**src/rtl/seg_counter.sv**
```systemverilog
// ---------------------------------------------------------------------------
// seg_counter
//   Four-digit BCD up/down counter. Two raw pushbuttons each pass through a
//   two-flop synchronizer and a debouncer. A debounced press produces one
//   step. The count is then driven onto four 7-segment pattern buses.
//
// Parameters
//   DEBOUNCE_CYCLES : consecutive stable synchronized cycles needed before a
//                     debounced level changes (legal range 2..65535).
//
// Ports
//   clk      : sole clock, rising edge
//   rst_n    : synchronous active-low reset
//   btn_inc  : raw asynchronous increment button, active-high
//   btn_dec  : raw asynchronous decrement button, active-high
//   clr      : synchronous level-sensitive clear of the count
//   count    : registered BCD count, [3:0] = digit0 ... [15:12] = digit3
//   seg0..3  : registered active-high segment patterns for digits 0..3,
//              bit order {e,g,f,d,c,b,a} from bit6 down to bit0
//
// Configuration
//   SEG_COUNTER_BLANK_EN : when defined, leading zeros on digits 3..1 are
//                          blanked (pattern 00); digit0 is never blanked.
// ---------------------------------------------------------------------------
module seg_counter #(
    parameter int unsigned DEBOUNCE_CYCLES = 50000
) (
    input  logic        clk,
    input  logic        rst_n,
    input  logic        btn_inc,
    input  logic        btn_dec,
    input  logic        clr,
    output logic [15:0] count,
    output logic [6:0]  seg0,
    output logic [6:0]  seg1,
    output logic [6:0]  seg2,
    output logic [6:0]  seg3
);

    localparam int unsigned NUM_BTN   = 2;
    localparam int unsigned CNT_W     = 16;
    localparam int unsigned DIGITS    = 4;
    localparam int unsigned SEG_W     = 7;
    localparam logic [CNT_W-1:0] CNT_LAST = CNT_W'(DEBOUNCE_CYCLES - 32'd1);

    // Index 0 is the increment button, index 1 the decrement button.
    localparam int unsigned IDX_INC = 0;
    localparam int unsigned IDX_DEC = 1;

    localparam logic [SEG_W-1:0] SEG_BLANK = 7'h00;
    localparam logic [SEG_W-1:0] SEG_ZERO  = 7'h5F;

    // -----------------------------------------------------------------------
    // Helper functions
    // -----------------------------------------------------------------------

    // Segment pattern for one BCD digit; non-decimal codes are never produced
    // by the counter and map to a dark digit.
    function automatic logic [SEG_W-1:0] seg_pattern(input logic [3:0] d);
        logic [SEG_W-1:0] p;
        case (d)
            4'd0:    p = 7'h5F;
            4'd1:    p = 7'h06;
            4'd2:    p = 7'h6B;
            4'd3:    p = 7'h2F;
            4'd4:    p = 7'h36;
            4'd5:    p = 7'h3D;
            4'd6:    p = 7'h7D;
            4'd7:    p = 7'h07;
            4'd8:    p = 7'h7F;
            4'd9:    p = 7'h3F;
            default: p = SEG_BLANK;
        endcase
        return p;
    endfunction

    // BCD +1 with ripple carry; 9999 wraps to 0000.
    function automatic logic [15:0] bcd_inc(input logic [15:0] v);
        logic [15:0] r;
        logic        carry;
        r     = v;
        carry = 1'b1;
        for (int i = 0; i < int'(DIGITS); i++) begin
            if (carry) begin
                if (v[i*4 +: 4] >= 4'd9) begin
                    r[i*4 +: 4] = 4'd0;
                end else begin
                    r[i*4 +: 4] = v[i*4 +: 4] + 4'd1;
                    carry       = 1'b0;
                end
            end
        end
        return r;
    endfunction

    // BCD -1 with ripple borrow; 0000 wraps to 9999.
    function automatic logic [15:0] bcd_dec(input logic [15:0] v);
        logic [15:0] r;
        logic        borrow;
        r      = v;
        borrow = 1'b1;
        for (int i = 0; i < int'(DIGITS); i++) begin
            if (borrow) begin
                if (v[i*4 +: 4] == 4'd0) begin
                    r[i*4 +: 4] = 4'd9;
                end else begin
                    r[i*4 +: 4] = v[i*4 +: 4] - 4'd1;
                    borrow      = 1'b0;
                end
            end
        end
        return r;
    endfunction

    // -----------------------------------------------------------------------
    // Synchronizers, debouncers and step pulses
    // -----------------------------------------------------------------------
    logic [NUM_BTN-1:0] btn_raw;
    logic [NUM_BTN-1:0] sync_a;
    logic [NUM_BTN-1:0] sync_b;
    logic [NUM_BTN-1:0] db;
    logic [NUM_BTN-1:0] step;
    logic [CNT_W-1:0]   cnt [NUM_BTN];

    logic [NUM_BTN-1:0] db_next;
    logic [NUM_BTN-1:0] step_next;
    logic [CNT_W-1:0]   cnt_next [NUM_BTN];

    assign btn_raw = {btn_dec, btn_inc};

    // Debounce next state: cnt counts consecutive disagreeing cycles; on the
    // last one db adopts the synchronized value. The step pulse is produced
    // on the same edge db rises, so the count follows one edge later.
    always_comb begin
        db_next   = db;
        step_next = '0;
        for (int i = 0; i < int'(NUM_BTN); i++) begin
            cnt_next[i] = '0;
            if (sync_b[i] != db[i]) begin
                if (cnt[i] == CNT_LAST) begin
                    db_next[i]   = sync_b[i];
                    step_next[i] = sync_b[i];
                end else begin
                    cnt_next[i] = cnt[i] + CNT_W'(1);
                end
            end
        end
    end

    // Button-path registers; these keep running regardless of clr.
    always_ff @(posedge clk) begin
        if (!rst_n) begin
            sync_a <= '0;
            sync_b <= '0;
            db     <= '0;
            step   <= '0;
            for (int i = 0; i < int'(NUM_BTN); i++) begin
                cnt[i] <= '0;
            end
        end else begin
            sync_a <= btn_raw;
            sync_b <= sync_a;
            db     <= db_next;
            step   <= step_next;
            for (int i = 0; i < int'(NUM_BTN); i++) begin
                cnt[i] <= cnt_next[i];
            end
        end
    end

    // -----------------------------------------------------------------------
    // BCD count
    // -----------------------------------------------------------------------
    logic [15:0] count_next;

    // clr wins over steps; simultaneous inc and dec cancel.
    always_comb begin
        count_next = count;
        if (clr) begin
            count_next = '0;
        end else if (step[IDX_INC] && !step[IDX_DEC]) begin
            count_next = bcd_inc(count);
        end else if (step[IDX_DEC] && !step[IDX_INC]) begin
            count_next = bcd_dec(count);
        end
    end

    always_ff @(posedge clk) begin
        if (!rst_n) begin
            count <= '0;
        end else begin
            count <= count_next;
        end
    end

    // -----------------------------------------------------------------------
    // Segment outputs, one cycle behind count
    // -----------------------------------------------------------------------
    logic blank1;
    logic blank2;
    logic blank3;

`ifdef SEG_COUNTER_BLANK_EN
    // A digit is blanked only when it and every more-significant digit are 0.
    assign blank3 = (count[15:12] == 4'd0);
    assign blank2 = blank3 && (count[11:8] == 4'd0);
    assign blank1 = blank2 && (count[7:4] == 4'd0);
`else
    assign blank3 = 1'b0;
    assign blank2 = 1'b0;
    assign blank1 = 1'b0;
`endif

    logic [SEG_W-1:0] seg0_next;
    logic [SEG_W-1:0] seg1_next;
    logic [SEG_W-1:0] seg2_next;
    logic [SEG_W-1:0] seg3_next;

    always_comb begin
        seg0_next = seg_pattern(count[3:0]);
        seg1_next = blank1 ? SEG_BLANK : seg_pattern(count[7:4]);
        seg2_next = blank2 ? SEG_BLANK : seg_pattern(count[11:8]);
        seg3_next = blank3 ? SEG_BLANK : seg_pattern(count[15:12]);
    end

    // Reset shows an unblanked 0 on every digit regardless of blanking.
    always_ff @(posedge clk) begin
        if (!rst_n) begin
            seg0 <= SEG_ZERO;
            seg1 <= SEG_ZERO;
            seg2 <= SEG_ZERO;
            seg3 <= SEG_ZERO;
        end else begin
            seg0 <= seg0_next;
            seg1 <= seg1_next;
            seg2 <= seg2_next;
            seg3 <= seg3_next;
        end
    end

endmodule

```
**config.mk**
```make
export PLATFORM = sky130hd
export DESIGN_NAME = seg_counter
export DESIGN_NICKNAME = d
export VERILOG_FILES = /design/src/rtl/seg_counter.sv
export SDC_FILE = /design/constraint.sdc
export NUM_CORES = 1
export LEC_CHECK = 0
export ABC_AREA = 1
export BUFFER_PORTS_ARGS = -buffer_cell sky130_fd_sc_hd__buf_2
export CORE_ASPECT_RATIO = 0.75
export CORE_MARGIN = 2
export CORE_UTILIZATION = 40
export DETAILED_ROUTE_END_ITERATION = 6
export GPL_TIMING_DRIVEN = 0
export PLACE_DENSITY = 0.63
export SYNTH_ARGS = -nofsm -noshare
export SYNTH_HDL_FRONTEND = slang
export SYNTH_SLANG_ARGS = --single-unit
```
**constraint.sdc**
```tcl
create_clock -name clk -period 2 [get_ports clk]
set_clock_uncertainty 0.1 [all_clocks]
set_input_delay 0.2 -clock clk [delete_from_list [all_inputs] [get_ports clk]]
set_output_delay 0.2 -clock clk [all_outputs]
set_load 0.03 [all_outputs]
```
==> impl_metrics.toml, run 1 <==
[sta]
relSlewSlack_pct = 67.9
worst_slack_ps = 195
worstMarginPinSlew_ps = 479
whs_ps = 82.8
min_period_ps = 1810
max_freq_mhz = 554
hold_viol = 0
fin_crit_sh_pct = 90.3
rsz0062_at_grt = "no"
setup_viol = 0
drv_slew = 0
finalSetupTns_ps = 0

[global_routing]
grt_use_total_pct = 17.5
antenna_found_initial = 0
grt_max_degree = 15
gr-total-overflow = 0
grt_pass1_vias = 3793
grt_pass1_wl_um = 17600

[synthesis]
synth_top_area_cell = "dfxtp_1"
ys_warn_count = 0
synth_flop_cell = "dfxtp_1"
ys_top_cells_by_count = "nand2_1, dfxtp_1, nor2_1"
synth_edf_count = 0
synth_top_area_share_pct = 36.7
avgSynthCellArea_sq_um = 7.44
synth_area_leaders = "dfxtp_1, nand2_1, ha_1"
synth_area_sq_um = 4580
post-synth-top-count-cell = "nand2_1"
yosysUniqueCellTypes = 38
async_flop_share_pct = 0
synth_cells = 615
ys_seq_area_share_pct = 36.7
synth_fp_nets = 655
ys_seq_elements = 84

[final_layout]
n_fill_cell = 1055
antenna_cells = 0
final_nets = 719
final_util_pct = 48.5
final_area_sq_um = 5350
area_growth_pct = 16.9
drive_gt1_share_pct = 19.6
stdcell_count = 824

[route]
drtPass1Iterations = 6
ant_nets = 0
drcViolationCount = 0
wl_um = 10300
drt-vias-per-instance = 4.89
post_drt_wl_per_cell_um = 12.5
vias = 4029
first_iter_violations = 250

[die]
io_pins = 49
start_util_pct = 41.5
core_sq_um = 11000
die_w_um = 128
rows = 33
die_h_um = 96.7
die_area_sq_um = 12300

[clocking]
tritoncts = "yes"
clk_pin_slew_ps = 60
cts_root_buf = "clkbuf_16"
cts_buffers = 9
clockBufferDepth = 2
cts_num_sinks = 84
cts-htree-levels = 3
clk-insertion-delay-late_ps = 340

[placed_design]
pre_cts_ws_ps = 48.1
place_inst = 802
post-dp-hpwl_um = 7600
dpl_cell_area_sq_um = 4990
io_buffers = 47
gp_congestion = 0.894

[run_status]
status = "complete, no violations"

[hold_path]
hold_path.class = "in2reg"

[critical_path]
cp.required_ps = 2180
crit_path_start_kind = "flop"
cp.arrival_ps = 1980
worstSetupPathType = "reg2reg"
worst_setup_path_end_kind = "flop"
cp_max_fo = 8

[power]
ir_drop_uv = 531
fin_total_pwr_mw = 3.38
powerDensity_nw_per_um2 = 631
total_leakage_power_nw = 2.31

[flow_run]
drv_cap = 0
==> power breakdown <==
group          internal, mW  switching, mW
combinational        0.0161         0.0328
clock                 0.972          0.677
sequential             1.68        0.00281
total                  2.66          0.712
==> final timing paths <==
kind                            slack, ps  depth (start not counted)  startpoint   endpoint
worst max-delay path                  190                         10    count[4]  count[15]
worst min-delay path                   80                          2       rst_n    seg0[6]
worst min register to register        320                          2   sync_a[1]  sync_b[1]
worst max register to register        190                         10    count[4]  count[15]
==> cell type report <==
type,count,area (sq um),area share [%]
buffer,13,114,2.13
clock buffer,11,233,4.35
clock inverter,5,62.6,1.17
inverter,79,313,5.85
multi-input combinational,439,2480,46.3
sequential,84,1690,31.6
tap,140,175,3.27
timing repair buffer,53,285,5.33
==> critical path, stage by stage (launching register included) <==
cell and delay, ps:
dfxtp_2 370, inv_1 170, ha_2 280, nand3_2 140, nand2_2 130, nand2_4 80
nor2_4 120, nand3_4 120, nand2_1 70, nand2_1 50, nor2_1 100
==> per-layer routing <==
layer	wire (um)	GRT usage (%)	up-vias
met5	0	0	-
met4	109	4.48	0
met3	544	5.53	12
met2	4620	26.9	86
met1	5020	23.7	1827
li1	-	-	2104
==> cell families after synthesis <==
kind of cell    after synthesis  synth area share, %
buf+inv                      92                 9.24
simple gates                306                 31.8
flops                        84                 36.7
xor+xnor                     17                 3.25
fa+ha+maj                    35                 9.57
compound gates               81                 9.43
==> flip-flops by register name, indices dropped and copies added (netlist names), 7 cells and up <==
signal  cells
seg2        7
seg3        7
seg1        7
seg0        7
cnt        32
count      16
==> timing repair <==
action	CTS	global route
resized for setup	0	9
setup endpoints to repair	0	13
setup buffers	0	4
endpoints found under the hold margin	2	0
hold buffers	2	0
==> cells in the final DEF (no fill, tap or decap), drive strengths merged, types with 2 or more instances in the layout <==
| master | synthesis | routed |
|---|---|---|
| o21ai | 40 | 40 |
| or2 | 2 | 2 |
| clkbuf | 0 | 11 |
| ha | 35 | 35 |
| buf | 13 | 64 |
| inv | 77 | 76 |
| clkinvlp | 0 | 3 |
| a31oi | 2 | 2 |
| nand4 | 9 | 9 |
| clkinv | 2 | 4 |
| xor2 | 14 | 14 |
| dlygate4sd3 | 0 | 2 |
| nor2 | 89 | 89 |
| nand2 | 137 | 137 |
| nor3 | 19 | 19 |
| o22ai | 4 | 4 |
| dfxtp | 84 | 84 |
| nand3b | 2 | 2 |
| a21oi | 31 | 31 |
| o211ai | 3 | 3 |
| xnor2 | 3 | 3 |
| nor3b | 2 | 2 |
| nand3 | 45 | 45 |
(Power assumes the default switching activity.)
==> inputs of run 2 (changes only) <==
Settings changed: MAX_ROUTING_LAYER set to met4, RECOVER_POWER set to 50.
==> run 2 against run 1 <==
Setup slack worse by 100 ps. Sequential power about the same. First-iteration DRC count down 14%.
==> impl_metrics.toml, run 2 (synthesis gave the netlist of run 1 again) <==
[critical_path]
cp_num_buf_inv = 2
worstSetupPathType = "reg2reg"
slowest_stage = "dfxtp_2"
r2r-start = "count[0]"
cp.required_ps = 2130
critPathTopFamily = "simple AND/OR/NAND/NOR gates"
worstPathCellList = "clkinvlp_4 -> ha_1 -> nand2_4 -> o21ai_2 -> nand2_2 -> nand2_2 -> inv_2 -> nand2_2 -> nor2_1 -> nor2_1"
cp.arrival_ps = 2040
worst_setup_path_end_kind = "flop"
critPathLaunch = "count[0]"
crit_path_start_kind = "flop"
slowest_delay_ps = 440
cp_max_fo = 8
crit_top_cell = "nand2_2"

[power]
powerDensity_nw_per_um2 = 610
total_leakage_power_nw = 2.20
ir_drop_uv = 400
fin_total_pwr_mw = 3.21

[placed_design]
gp_congestion = 0.905
post-dp-hpwl_um = 7570
io_buffers = 47
dpl_cell_area_sq_um = 4990
place_inst = 802
pre_cts_ws_ps = 16.4

[sta]
worstMarginPinSlew_ps = 457
relSlewSlack_pct = 69.4
drv_slew = 0
fin_crit_sh_pct = 95.4
whs_ps = 98.8
min_period_ps = 1910
setup_viol = 0
worst_slack_ps = 92.2
max_freq_mhz = 524
finalSetupTns_ps = 0
hold_viol = 0

[die]
die_h_um = 96.7
start_util_pct = 41.5
die_w_um = 128
io_pins = 49
rows = 33
core_sq_um = 11000
die_area_sq_um = 12300

[clocking]
clk_pin_slew_ps = 60
cts_root_buf = "clkbuf_16"
clk-insertion-delay-late_ps = 340
cts_buffers = 9
tritoncts = "yes"
cts_num_sinks = 84
clockBufferDepth = 2
cts-htree-levels = 3

[global_routing]
grt_pass1_wl_um = 16900
grt_use_total_pct = 17.2
antenna_found_initial = 0
gr-total-overflow = 0
grt_max_degree = 14
grt_pass1_vias = 3696

[hold_path]
worstHoldStart = "rst_n"
hold_path.class = "in2reg"

[route]
vias = 4056
wl_um = 10200
first_iter_violations = 216
drtPass1Iterations = 5
drt-vias-per-instance = 4.93
post_drt_wl_per_cell_um = 12.4
ant_nets = 0
drcViolationCount = 0

[final_layout]
n_fill_cell = 1081
layout_commonest_cell = "nand2_1"
antenna_cells = 0
stdcell_count = 822
final_util_pct = 47.6
drive_gt1_share_pct = 13.3
largest-register = "cnt"
reg.largest.list = "cnt x32, count x16"
largest_reg_flops = 32
layout_common_cells = "nand2_1, nor2_1, dfxtp_1, inv_1, clkbuf_1"
area_growth_pct = 14.7
final_area_sq_um = 5250
final_nets = 718

[flow_run]
drv_cap = 0

[run_status]
status = "complete, no violations"
run 2: cell types whose count changed in the layout (fill, tap and decap cells not counted), sizes merged:
cell	delta
clkinv	+1
clkbuf	+39
buf	-41
bufinv	-1
run 2: cell type report:
class / count / area [sq um] / share of cell area (%)
multi-input cells: 439 / 2480 / 47.2
flip-flops and latches: 84 / 1690 / 32.2
clock buffers: 10 / 229 / 4.36
inverters: 79 / 313 / 5.96
clock inverters: 5 / 30.0 / 0.572
repair buffers: 52 / 229 / 4.36
plain buffers: 13 / 110 / 2.10
well taps: 140 / 175 / 3.33
run 2: per-layer routing:
metal / global-route usage (%) / share of wire [%] / wire (um)
met5: - / 0 / 0
met3: 4.20 / 3.9 / 395
met4: 4.82 / 1.2 / 120
met1: 23.2 / 51 / 5200
met2: 25.8 / 44 / 4510
run 2: power breakdown:
part | internal (mW) | switching (mW) | leakage (nW) | total (mW)
logic | 0.0158 | 0.0328 | 1.39 | 0.0486
registers | 1.68 | 0.00267 | 0.681 | 1.68
clock network | 0.827 | 0.650 | 0.124 | 1.48
total | 2.52 | 0.686 | 2.20 | 3.21
run 2: path summary, 6_finish.rpt:
kind	endpoint	slack (ps)	cells past startpoint
worst max-delay path	count[6]	90	10
worst min-delay path	seg3[6]	100	2
worst max register to register	count[6]	90	10
worst min register to register	sync_b[1]	310	2
run 2: what timing repair did:
action                                  CTS  global route
endpoints found under the hold margin     2             0
pin swaps                                 0             0
gates resized for setup                   1             7
hold buffers                              2             0
endpoints found under the setup margin    1            12
setup buffers                             0             3
